[src/rtl/fetch_unit.sv]
// fetch_unit: instruction-fetch producer feeding the IF/ID pipeline latch.
// Owns the PC, issues instruction-memory reads and queues fetched words in a
// 2-entry FIFO whose head is offered to IF/ID with a valid/ready handshake.
// Redirects flush the FIFO and reload the PC; a HALT word stops fetching.
//
// Ports:
//   CLK, RST            clock, synchronous active-high reset
//   imemREN, imemaddr   instruction read request (address is always the PC)
//   ihit, imemload      same-cycle read response
//   out_valid/ready     FIFO head handshake towards IF/ID
//   out_instr/pc/npc    FIFO head contents (zero when empty)
//   redirect(_pc)       flush and restart fetch at a new PC
//   fetch_halted        a HALT word has been fetched, fetch stopped
module fetch_unit #(
  parameter logic [31:0] PC_INIT   = 32'h0000_0000,
  parameter logic [31:0] HALT_WORD = 32'hFFFF_FFFF,
  parameter int unsigned DEPTH     = 2
) (
  input  logic        CLK,
  input  logic        RST,
  output logic        imemREN,
  output logic [31:0] imemaddr,
  input  logic        ihit,
  input  logic [31:0] imemload,
  output logic        out_valid,
  input  logic        out_ready,
  output logic [31:0] out_instr,
  output logic [31:0] out_pc,
  output logic [31:0] out_npc,
  input  logic        redirect,
  input  logic [31:0] redirect_pc,
  output logic        fetch_halted
);

  localparam logic [0:0] StFetch  = 1'b0;
  localparam logic [0:0] StHalted = 1'b1;

  logic [0:0]  state_q, state_d;
  logic [31:0] pc_q, pc_d;
  logic        halted_q, halted_d;
  logic [1:0]  count_q, count_d;
  logic        rd_ptr_q, rd_ptr_d;
  logic        wr_ptr_q, wr_ptr_d;

  logic [31:0] instr_q [DEPTH];
  logic [31:0] epc_q   [DEPTH];
  logic [31:0] enpc_q  [DEPTH];

  logic full, push, pop, is_halt;

  always_comb begin
    full      = (count_q == 2'(DEPTH));
    // At full, a same-cycle pop frees the slot the new word will occupy.
    imemREN   = !RST && (state_q == StFetch) && !redirect && (!full || out_ready);
    imemaddr  = pc_q;
    out_valid = !RST && (count_q != 2'd0);
    push      = imemREN && ihit;
    pop       = out_valid && out_ready;
    is_halt   = (imemload == HALT_WORD);

    if (count_q != 2'd0) begin
      out_instr = instr_q[rd_ptr_q];
      out_pc    = epc_q[rd_ptr_q];
      out_npc   = enpc_q[rd_ptr_q];
    end else begin
      out_instr = 32'h0;
      out_pc    = 32'h0;
      out_npc   = 32'h0;
    end
    fetch_halted = halted_q;
  end

  always_comb begin
    state_d  = state_q;
    pc_d     = pc_q;
    halted_d = halted_q;
    count_d  = count_q;
    rd_ptr_d = rd_ptr_q;
    wr_ptr_d = wr_ptr_q;
    if (redirect) begin
      // Any hit or pop this cycle belongs to the squashed path.
      state_d  = StFetch;
      pc_d     = redirect_pc;
      halted_d = 1'b0;
      count_d  = 2'd0;
      rd_ptr_d = 1'b0;
      wr_ptr_d = 1'b0;
    end else begin
      count_d = count_q + {1'b0, push} - {1'b0, pop};
      if (pop) begin
        rd_ptr_d = ~rd_ptr_q;
      end
      if (push) begin
        wr_ptr_d = ~wr_ptr_q;
        if (is_halt) begin
          state_d  = StHalted;
          halted_d = 1'b1;
        end else begin
          pc_d = pc_q + 32'd4;
        end
      end
    end
  end

  always_ff @(posedge CLK) begin
    if (RST) begin
      state_q  <= StFetch;
      pc_q     <= PC_INIT;
      halted_q <= 1'b0;
      count_q  <= 2'd0;
      rd_ptr_q <= 1'b0;
      wr_ptr_q <= 1'b0;
      for (int i = 0; i < int'(DEPTH); i++) begin
        instr_q[i] <= 32'h0;
        epc_q[i]   <= 32'h0;
        enpc_q[i]  <= 32'h0;
      end
    end else begin
      state_q  <= state_d;
      pc_q     <= pc_d;
      halted_q <= halted_d;
      count_q  <= count_d;
      rd_ptr_q <= rd_ptr_d;
      wr_ptr_q <= wr_ptr_d;
      // push is already false during a redirect (imemREN is gated).
      if (push) begin
        instr_q[wr_ptr_q] <= imemload;
        epc_q[wr_ptr_q]   <= pc_q;
        enpc_q[wr_ptr_q]  <= pc_q + 32'd4;
      end
    end
  end

endmodule

[config.mk]
export PLATFORM = sky130hd
export DESIGN_NAME = fetch_unit
export DESIGN_NICKNAME = d
export VERILOG_FILES = /design/src/rtl/fetch_unit.sv
export SDC_FILE = /design/constraint.sdc
export NUM_CORES = 1
export LEC_CHECK = 0
export ABC_AREA = 1
export CAP_MARGIN = 20
export CORE_MARGIN = 2
export CORE_UTILIZATION = 45
export DETAILED_ROUTE_END_ITERATION = 8
export HOLD_SLACK_MARGIN = 0.1
export PLACE_DENSITY = 0.7
export SYNTH_ARGS = -nofsm -noshare
export SYNTH_HDL_FRONTEND = slang
export SYNTH_SLANG_ARGS = --single-unit
[constraint.sdc]
create_clock -name CLK -period 5.2 [get_ports CLK]
set_input_delay 1.04 -clock CLK [delete_from_list [all_inputs] [get_ports CLK]]
set_output_delay 1.04 -clock CLK [all_outputs]
set_load 0.005 [all_outputs]
Word level (Yosys, flattened, before mapping):

Memory sizes are Yosys's and may differ from the RTL's. A register that Yosys moved wholly into a read port is not among the register bits.
Cells that the tools add are included.

* memories kept: 3
* bits in writable memories: 192
* register bits: 37
* bits of input ports: 69

Memories
* enpc_q: depth 2, width 32, rd ports 1, clocked after Yosys merged registers in 1, wr ports 2, line 47 `logic [31:0] enpc_q [DEPTH];`
* epc_q: depth 2, width 32, rd ports 1, clocked after Yosys merged registers in 1, wr ports 2, line 46 `logic [31:0] epc_q [DEPTH];`
* instr_q: depth 2, width 32, rd ports 1, clocked after Yosys merged registers in 1, wr ports 2, line 45 `logic [31:0] instr_q [DEPTH];`

* add/subtract/negate cells: 3
* equality and inequality tests: 3
* muxes and demuxes: 26
* reduce and logical (&&, ||, !) cells: 18
* bitwise operators: 3

Operators by type and width (count)
* 32-bit 2-to-1 mux: 9
* 32-bit OR reduction: 3
* 32-bit by 3-bit adder with 32-bit output (second input constant): 1
* 32-bit equality test (second input constant): 1
* 1-bit 2-to-1 mux: 17
* 1-bit logical AND: 6
* 2-bit AND reduction: 2
* 2-bit nonzero test: 2
* 1-bit logical NOT: 3
* 1-bit NOT: 3
* 2-bit by 1-bit adder with 2-bit output: 1
* 2-bit equality test (second input constant): 1
* 2-bit != test (second input constant): 1
* 2-bit OR reduction: 1
* 2-bit by 1-bit subtractor with 2-bit output: 1
* 1-bit logical OR: 1

Logic depth before layout (Yosys ltp):

Gate-level depths: netlist of the first run.

* word-level depth: 10
* depth in mapped cells: 12
* gate-level depth less buffers: 12

Worst setup path after synthesis of the first run:

No wires, ideal clock.

* path kind: input port to flip-flop
* from: in RST
* to: mem enpc_q[0][0] (enable)
* setup slack: 724 ps
* buffers on the path: 3
* required time: 4744 ps
* arrival time: 4020 ps
* cell stages on the path: 9
* library setup time: 456 ps
* cell sequence: nor2_1 -> nand3_1 -> inv_2 -> nand2_2 -> or2_1 -> clkbuf_1 -> buf_6 -> buf_6 -> nand2_1

RTL lines
* from (decl): line 20 `input logic RST,`
* to (decl): line 47

==> results of run 1 <==
-- cell families after synthesis --
| kind of cell | count (synthesis) | share of synthesized area |
|---|---|---|
| XOR/XNOR | 9 | 0.00732 |
| AO/OA/AOI/OAI | 131 | 0.0609 |
| AND/OR/NAND/NOR | 720 | 0.260 |
| adder cells (fa/ha/maj) | 2 | 0.00232 |
| flip-flops | 226 | 0.595 |
| buffers and inverters | 197 | 0.0751 |
-- worst max-delay path, delay by kind of cell (launching register included) --
family / cells / cell delay, ns
buf+inv: 3 / 1.50
simple gates: 1 / 0.10
compound gates: 1 / 0.22
flops: 1 / 0.50
-- power breakdown --
part	switching, mW	internal [mW]
combinational	0.194	0.142
clock	0.697	0.995
sequential	0.0446	2.04
total	0.936	3.18
-- metal layers --
metal / track usage / part of all wire / vias up / wire, um
met4: 0.0696 / 0.025 / 0 / 743
met3: 0.0355 / 0.076 / 45 / 2260
li1: - / - / 4429 / -
met1: 0.316 / 0.43 / 4260 / 13000
met5: 0 / 0 / - / 0
met2: 0.377 / 0.46 / 344 / 13800
-- how the worst max path moves through the flow --
stage                     startpoint                    endpoint
after floorplan                  RST  enpc_q[0][0]$_SDFFCE_PN0P_
after global placement           RST  epc_q[0][28]$_SDFFCE_PN0P_
after detailed placement         RST   imemaddr[16]$_SDFFE_PP0P_
after CTS                       flop                   out_pc[2]
after global routing            flop               out_instr[13]
final                           flop                   out_pc[2]
-- synthesized netlist by cell type (all sizes together) --
master / n / area share
and2: 1 / 0.00058
ha: 2 / 0.0023
a21oi: 112 / 0.052
o21ai: 19 / 0.0088
dfxtp: 38 / 0.071
edfxtp: 188 / 0.52
or2: 1 / 0.00058
clkinv: 1 / 0.00035
xor2: 9 / 0.0073
nand3: 64 / 0.030
buf: 31 / 0.017
nor3: 1 / 0.00046
nand4: 2 / 0.0012
clkbuf: 38 / 0.013
nor2: 257 / 0.090
inv: 127 / 0.044
nand2: 394 / 0.14
-- state kept, by name (all words and copies together) (netlist names), named ones only --
signal and cells:
enpc_q 64, instr_q 64, epc_q 60, imemaddr 32, count_q 2, fetch_halted 1, rd_ptr_q 1, wr_ptr_q 1
-- layout make-up --
cell class / instances / share of cell area
Sequential cell: 226 / 0.463
Multi-Input combinational cell: 862 / 0.259
Timing Repair Buffer: 213 / 0.158
Clock buffer: 35 / 0.0485
Inverter: 128 / 0.0347
Tap cell: 319 / 0.0288
Clock inverter: 8 / 0.00741
-- through the flow --
| step | instance area (um2) | setup WS (ns) | util |
|---|---|---|---|
| 2_1_floorplan | 10800 | 0.724 | - |
| 3_3_place_gp | 13000 | 1.31 | 0.554 |
| 3_5_place_dp | 13000 | 1.18 | 0.554 |
| 4_1_cts | 13800 | 1.21 | 0.587 |
| 5_1_grt | 13800 | 1.05 | 0.590 |
| 6_report | 13800 | 1.21 | 0.590 |
==> metrics, run 1 <==
Fin. Hold Viols 0; die area 25200 um2; die height about 160 um; Crit Path Max Fanout 59; sequential element share of the synthesized area 0.595; commonest non-fill, non-tap cell in the layout nand2_1; Worst setup SP type flop; leak pwr 5.27 nW; Max stage delay on crit path a little over 0.6 ns; Die W roughly 160 um; worst-path cell chain inv_2 -> buf_12 -> nand2_1 -> a21oi_1 -> clkdlybuf4s50_1; antenna violations before repair 0; # hold bufs at CTS 0; maximum clock frequency 251 MHz; clk_lat worst skew 0.53 ns; Non-Filler Instances 1791; Overflow after GRT 0; CTS tree yes; Initial Util 0.459; routability cong. 0.865; Layout area overhead 28.5%; RSZ-0062 raised after global routing no; Crit. End Element primary output; post-synthesis instance area 10800 um2; diode count 0; Pre-Repair DR Iteration Count 5; post-synthesis cell count 1285; gr usage total 0.230; Final nets 1526; Iteration-0 DRC Markers 765; Syn Nets 1356; post-DP HPWL 18900 um; multi-input logic area 3590 um2; WHS 0.493 ns; CTS H-Tree Depth 1; Setup Viol. Count Final 0; Tmin final 3.99 ns; FF-to-FF setup slack 2.81 ns; Slew Viols, Final 0; number of synthesized register bits about 230; fillers 2077; first-pass GRT wire length between 40000 and 50000 um; Max Cap Viol 0; row count 56; routed len/inst 16.6 um; post_cts resized 0; DRT antenna net count 0; layout cells sized above 1 0.0401; Worst Min Path Start fetch_halted$_SDFFE_PP0P_; port bufs 199; Clock Path Buffers 3; clock sink count 226; hold path cells 2; core area 23500 um2; synth warn 0; Min-Delay Endpoint fetch_halted$_SDFFE_PP0P_; Placed Instances 1746; number of setup buffers added after CTS 0; RR Startpoint count_q[0]$_SDFF_PP0_; worst hold path type flop to flop; pin count of the biggest net entering global routing 96; power per cell area 298 nW/um2; status completed; via count 9078; register clock-pin slew on the reported worst setup and hold paths 0.06 ns; routed wire length 29800 um; CTS Root Cell clkbuf_16; total power between 4 and 5 mW; Setup CP Type flop to primary output; Register Area 6410 um2; syn avg cell area 8.38 um2; post-DR vias/cell approximately 5.1; Slew HR 0.463; Worst EP required 4.16 ns; total CTS buffers 24; CP max-delay cell inv_2; # IOs 200; DRC 0; Worst Tran Pin Value 0.803 ns; Max Clock Skew 0.0197 ns; final period utilization 0.767; setup TNS 0 ns; Netlist cell types 22; reg2reg path depth 10; Reg-to-Reg End imemaddr[16]$_SDFFE_PP0P_; critical path arrival 2.95 ns; number of global-route vias before repair 8606; VDD IR max 241 uV; most frequent cells in the layout nand2_1 (389), nor2_1 (256), clkdlybuf4s50_1 (199)
(Power assumes the default switching activity.)
==> run 2: changes to the inputs <==
--- a/config.mk
+++ b/config.mk
@@ -11,7 +11,7 @@
 export CORE_UTILIZATION = 45
 export DETAILED_ROUTE_END_ITERATION = 8
 export HOLD_SLACK_MARGIN = 0.1
-export PLACE_DENSITY = 0.7
+export PLACE_DENSITY = 0.73
 export SYNTH_ARGS = -nofsm -noshare
 export SYNTH_HDL_FRONTEND = slang
 export SYNTH_SLANG_ARGS = --single-unit
==> constraint.sdc (replaced) <==
create_clock -name CLK -period 3.4 [get_ports CLK]
set_input_delay 0.68 -clock CLK [delete_from_list [all_inputs] [get_ports CLK]]
set_output_delay 0.68 -clock CLK [all_outputs]
set_load 0.005 [all_outputs]
==> run 2 against run 1 <==
Combinational power increased by 54%. Global-route usage decreased by 0.35 points. Core utilization increased by 0.17 points. Worst setup slack got worse by 1.0 ns. Power increased by 51%. Sequential cell count unchanged. Critical path type unchanged.
==> metrics, run 2 (synthesis gave the netlist of run 1 again) <==
Pre-Repair DR Iteration Count 5 (unchanged); Fin. Hold Viols 0 (unchanged); post_cts resized 0 (unchanged); CTS tree yes; row count 56 (unchanged); gr usage total 0.227 (-0.00346); Tmin final 3.20 ns; Min-Delay Endpoint imemaddr[0]$_SDFFE_PP0P_; most frequent cells in the layout nand2_1 (389), nor2_1 (256), clkdlybuf4s50_1 (199); DRC 0 (unchanged); routed wire length 29300 um (-1.8%); # IOs 200 (unchanged); die area 25200 um2 (unchanged); Crit. End Element primary output; number of setup buffers added after CTS 0 (unchanged); Die W 159 um (unchanged); RSZ-0062 raised after global routing no; post-DR vias/cell 5.06 (-0.25%); reg2reg path depth 10 (unchanged); die height 159 um (unchanged); # hold bufs at CTS 0 (unchanged); antenna violations before repair 0 (unchanged); total CTS buffers 24 (unchanged); register clock-pin slew on the reported worst setup and hold paths 0.06 ns (about the same); clock sink count 226 (unchanged); clk_lat worst skew 0.52 ns (about the same); critical path arrival 2.52 ns (-0.43 ns); Register Area 6410 um2 (unchanged); Non-Filler Instances 1797 (+0.34%); first-pass GRT wire length 45700 um (-1.4%); RR Startpoint imemaddr[3]$_SDFFE_PP0P_; total power 6.21 mW (+51%); Layout area overhead 28.8%; CTS H-Tree Depth 1 (unchanged); Worst setup SP type flop; hold path cells 2 (unchanged); routability cong. 0.872 (+0.81%); Slew HR 0.622 (+0.159); Placed Instances 1751 (+0.29%); Design Area, Final 13900 um2 (+0.29%); commonest non-fill, non-tap cell in the layout nand2_1; FF-to-FF setup slack 1.15 ns (-1.66 ns); Overflow after GRT 0 (unchanged); routed len/inst 16.3 um (-2.1%); via count 9086 (+0.088%); Worst Tran Pin Value 0.567 ns (-0.237 ns); Crit Path Max Fanout 72 (+22%); Worst EP required 2.72 ns (-1.44 ns); pin count of the biggest net entering global routing 96 (unchanged); leak pwr 5.30 nW (+0.53%); status completed; DRT antenna net count 0 (unchanged); Final Util 0.591 (+0.00171); Setup Viol. Count Final 0 (unchanged); Worst Min Path Start imemaddr[0]$_SDFFE_PP0P_; Slew Viols, Final 0 (unchanged); Clock Path Buffers 3 (unchanged); multi-input logic area 3590 um2 (unchanged); setup TNS 0 ns (unchanged); layout cells sized above 1 0.0440 (+0.00390); VDD IR max 264 uV (+9.4%); worst hold path type flop to flop; core area 23500 um2 (unchanged); Reg-to-Reg End enpc_q[0][30]$_SDFFCE_PN0P_; number of global-route vias before repair 8678 (+0.84%); Iteration-0 DRC Markers 770 (+0.65%); fillers 2009 (-3.3%); maximum clock frequency 313 MHz; power per cell area 448 nW/um2 (+50%); CTS Root Cell clkbuf_16; pre-CTS WS 0.362 ns (-0.821 ns); biggest regs enpc_q x64, instr_q x64, epc_q x60; diode count 0 (unchanged); Initial Util 0.459 (unchanged); final setup margin 0.202 ns (-1.01 ns); port bufs 199 (unchanged); Setup CP Type flop to primary output; area post-placement 13100 um2 (+0.38%); Max Cap Viol 0 (unchanged); post-DP HPWL 18800 um (-0.20%); final period utilization 0.941; Max Clock Skew 0.0251 ns (+0.00532 ns); Final nets 1531 (+0.33%); WHS 0.498 ns (+0.00485 ns)
## run 2: cell count changes in the layout (fill, tap and decap cells not counted)
cell	delta
clkbuf_1	-2
clkbuf_16	+1
clkinv_8	-1
clkbuf_8	+3
buf_4	+4
clkinv_1	+2
buf_12	+1
bufinv_16	-2
## run 2: worst max-delay path: stages (launching register included)
cell	delay [ns]
dfxtp_4	0.52
inv_2	0.16
buf_12	0.31
nand2_1	0.09
a21oi_1	0.31
clkdlybuf4s50_1	0.57
## run 2: worst max path at each step
stage	from	endpoint	depth (start not counted)	slack, ns
finish	flop	out_pc[17]	5	0.20
global route	flop	out_pc[17]	5	0.09
CTS	flop	out_pc[17]	5	0.20
detailed placement	RST	enpc_q[0][27]$_SDFFCE_PN0P_	8	0.36
global placement	RST	enpc_q[0][20]$_SDFFCE_PN0P_	8	0.41
floorplan	RST	enpc_q[0][0]$_SDFFCE_PN0P_	9	0.21
## run 2: layout make-up
| type | instances | share of cell area |
|---|---|---|
| inverter | 128 | 0.0346 |
| tap | 319 | 0.0288 |
| clock buffer | 37 | 0.0526 |
| multi-input combinational | 862 | 0.259 |
| clock inverter | 7 | 0.00243 |
| sequential | 226 | 0.462 |
| timing repair buffer | 218 | 0.161 |
## run 2: power breakdown
| part | leakage, nW | internal, mW | total [mW] | switching [mW] |
|---|---|---|---|---|
| combinational | 2.66 | 0.222 | 0.517 | 0.295 |
| clock | 0.375 | 1.47 | 2.50 | 1.03 |
| sequential | 2.26 | 3.13 | 3.20 | 0.0680 |
## run 2: layer usage
metal	vias up	wire length, um	global-route usage
li1	4450	-	-
met1	4209	12200	0.300
met2	363	13700	0.374
met3	64	2220	0.0350
met4	0	1090	0.0897
met5	-	0	0
==> run 3: changes to the inputs <==
--- a/config.mk
+++ b/config.mk
@@ -10,8 +10,9 @@
 export CORE_MARGIN = 2
 export CORE_UTILIZATION = 45
 export DETAILED_ROUTE_END_ITERATION = 8
+export GPL_TIMING_DRIVEN = 0
 export HOLD_SLACK_MARGIN = 0.1
-export PLACE_DENSITY = 0.73
+export PLACE_DENSITY = 0.84
 export SYNTH_ARGS = -nofsm -noshare
 export SYNTH_HDL_FRONTEND = slang
 export SYNTH_SLANG_ARGS = --single-unit
==> run 3 against run 2 <==
Power grew 0.83%. Count of clock-buffer cells in the layout shrank 4. First-iteration DRC count grew 35%. Worst setup slack lost 0.098 ns. Sequential cell count is the same. Combinational power grew 3%. Die area is the same. Core utilization grew 0.64 points. Clock power grew 2%. Global-route usage grew 1.7 points. Design area grew 1.1%. Critical path type unchanged.
==> metrics, run 3 (synthesis gave the netlist of run 1 again) <==
status completed; CTS tree yes; Slew HR 0.428 (-0.194); Worst path depth 6 (+1); Worst EP required 2.72 ns (about the same); Clock Path Buffers 3 (unchanged); Pre-Repair DR Iteration Count 5 (unchanged); routed wire length 31400 um (+7.3%); Reg-to-Reg End instr_q[0][29]$_SDFFCE_PN0P_; total power 6.27 mW (+0.83%); Setup CP Type flop to primary output; critical path arrival 2.62 ns (+0.10 ns); Tmin final 3.30 ns (+0.0979 ns); leak pwr 5.36 nW (+1.3%); WHS 0.479 ns (-0.0185 ns); port bufs 199 (unchanged); Net Sw Power 1.43 mW (+2.7%); gr usage total 0.244 (+0.0171); reg2reg path depth 11 (+1); register clock-pin slew on the reported worst setup and hold paths 0.06 ns (about the same); Layout area overhead 30.3%; via count 9544 (+5.0%); Max stage delay on crit path 0.58 ns (about the same); Power Internal 4.84 mW (+0.29%); biggest regs enpc_q x64, instr_q x64, epc_q x60; CTS H-Tree Depth 1 (unchanged); pre-CTS WS -0.442 ns (-0.804 ns); routed len/inst 17.0 um (+4.4%); Worst setup SP type flop; worst hold path type flop to flop; Crit. End Element primary output; antenna violations before repair 0 (unchanged); most frequent cells in the layout nand2_1 (390), nor2_1 (257), clkdlybuf4s50_1 (199); total CTS buffers 23 (-4.2%); clock sink count 226 (unchanged); commonest non-fill, non-tap cell in the layout nand2_1; post-DP HPWL 22100 um (+17%); row count 56 (unchanged); DRC 0 (unchanged); FF-to-FF setup slack 0.72 ns (-0.43 ns); Iteration-0 DRC Markers 1037 (+35%); first-pass GRT wire length 48400 um (+5.9%); core area 23500 um2 (unchanged); final period utilization 0.969 (+0.0288); CP max-delay cell clkdlybuf4s50_1; switching part of the total 0.228 (+0.00413); final setup margin 0.104 ns (-0.0979 ns); Comb pwr share 0.085 (+0.002); diode count 0 (unchanged); crit path to out_pc[12]; # IOs 200 (unchanged); Overflow after GRT 0 (unchanged); Crit Path Max Fanout 10 (-86%); Worst Tran Pin Value 0.858 ns (+0.291 ns); die area 25200 um2 (unchanged); layout cells sized above 1 0.0550 (+0.0110); Final nets 1582 (+3.3%); Fin. Hold Viols 0 (unchanged); power per cell area 447 nW/um2 (-0.26%); Setup Viol. Count Final 0 (unchanged); DRT antenna net count 0 (unchanged); VDD IR max 264 uV (+0.13%); # hold bufs at CTS 0 (unchanged); routability cong. 1.01 (+15%); Die W 159 um (unchanged); buffers and inverters on the worst path 4 (+1); Max Clock Skew 0.0266 ns (+0.00157 ns); post-DR vias/cell 5.17 (+2.2%); Slew Viols, Final 0 (unchanged); Clk pwr share 0.405 (+0.002); CP top delay family buffers and inverters; Max Cap Viol 0 (unchanged); Initial Util 0.459 (unchanged); Seq pwr share 0.510 (-0.004); die height 159 um (unchanged); maximum clock frequency 303 MHz (-3.0%); number of global-route vias before repair 9236 (+6.4%); pin count of the biggest net entering global routing 69 (-28%); clk_lat worst skew 0.53 ns (about the same); RR Startpoint count_q[0]$_SDFF_PP0_; worst-path cell chain clkbuf_1 -> clkbuf_4 -> clkbuf_2 -> nand2_1 -> a21oi_1 -> clkdlybuf4s50_1; CTS Root Cell clkbuf_16
==> run 3: cell types whose count changed in the layout (fill, tap and decap cells not counted), moves of 5 or more <==
cell,change
buf_12,-5
buf_2,+15
buf_4,-10
buf_6,+6
clkbuf_1,+26
clkbuf_2,+14
==> run 3: power groups by stage <==
stage	sequential, mW	combinational, mW	clock [mW]
2_1_floorplan	3.24	0.249	0
6_report	3.20	0.534	2.54
3_5_place_dp	3.25	0.523	0
4_1_cts	3.19	0.529	2.55
3_3_place_gp	3.25	0.499	0
5_1_grt	3.21	0.581	2.65
==> run 3: timing repair <==
| item | 4_1_cts | 5_1_grt |
|---|---|---|
| endpoints found under the setup margin | 62 | 106 |
| endpoints found under the hold margin | 0 | 0 |
| resized for setup | 8 | 18 |
| setup buffers | 0 | 0 |
==> run 3: final cells by class <==
class                   count  area (um2)
inverters                 128         480
clock inverters             9        77.6
plain buffers              69         355
multi-input cells         862        3580
flip-flops and latches    226        6410
well taps                 319         399
fillers                  1950        9440
repair buffers            201        2050
clock buffers              33         686
==> run 3: metrics by stage <==
step           utilization  area (um2)  instances  TNS (ns)
2_1_floorplan            -       10800       1285         0
3_3_place_gp         0.561       13200       1803   -249.93
3_5_place_dp         0.564       13200       1805    -48.81
4_1_cts              0.597       14000       1847         0
5_1_grt              0.598       14000       1847   -0.0209
6_report             0.598       14000       1847         0
==> run 3: how the worst min path moves through the flow <==
stage | startpoint | endpoint | cells past startpoint
final | wr_ptr_q$_SDFFE_PP0P_ | wr_ptr_q$_SDFFE_PP0P_ | 2
after global routing | fetch_halted$_SDFFE_PP0P_ | fetch_halted$_SDFFE_PP0P_ | 2
after CTS | wr_ptr_q$_SDFFE_PP0P_ | wr_ptr_q$_SDFFE_PP0P_ | 2
after detailed placement | wr_ptr_q$_SDFFE_PP0P_ | wr_ptr_q$_SDFFE_PP0P_ | 2
after global placement | wr_ptr_q$_SDFFE_PP0P_ | wr_ptr_q$_SDFFE_PP0P_ | 2
after floorplan | wr_ptr_q$_SDFFE_PP0P_ | wr_ptr_q$_SDFFE_PP0P_ | 2
==> run 3: routing by layer <==
metal	vias up	part of all wire	track usage
met5	-	0	0
met4	0	0.035	0.0884
met3	71	0.086	0.0345
met2	506	0.49	0.423
met1	4397	0.39	0.311
li1	4570	-	-
==> run 3: tightest hold or removal path, delay by kind of cell (launching register included) <==
kind	cells	cell delay [ns]
compound gates	1	0.05
simple gates	1	0.06
flops	1	0.32
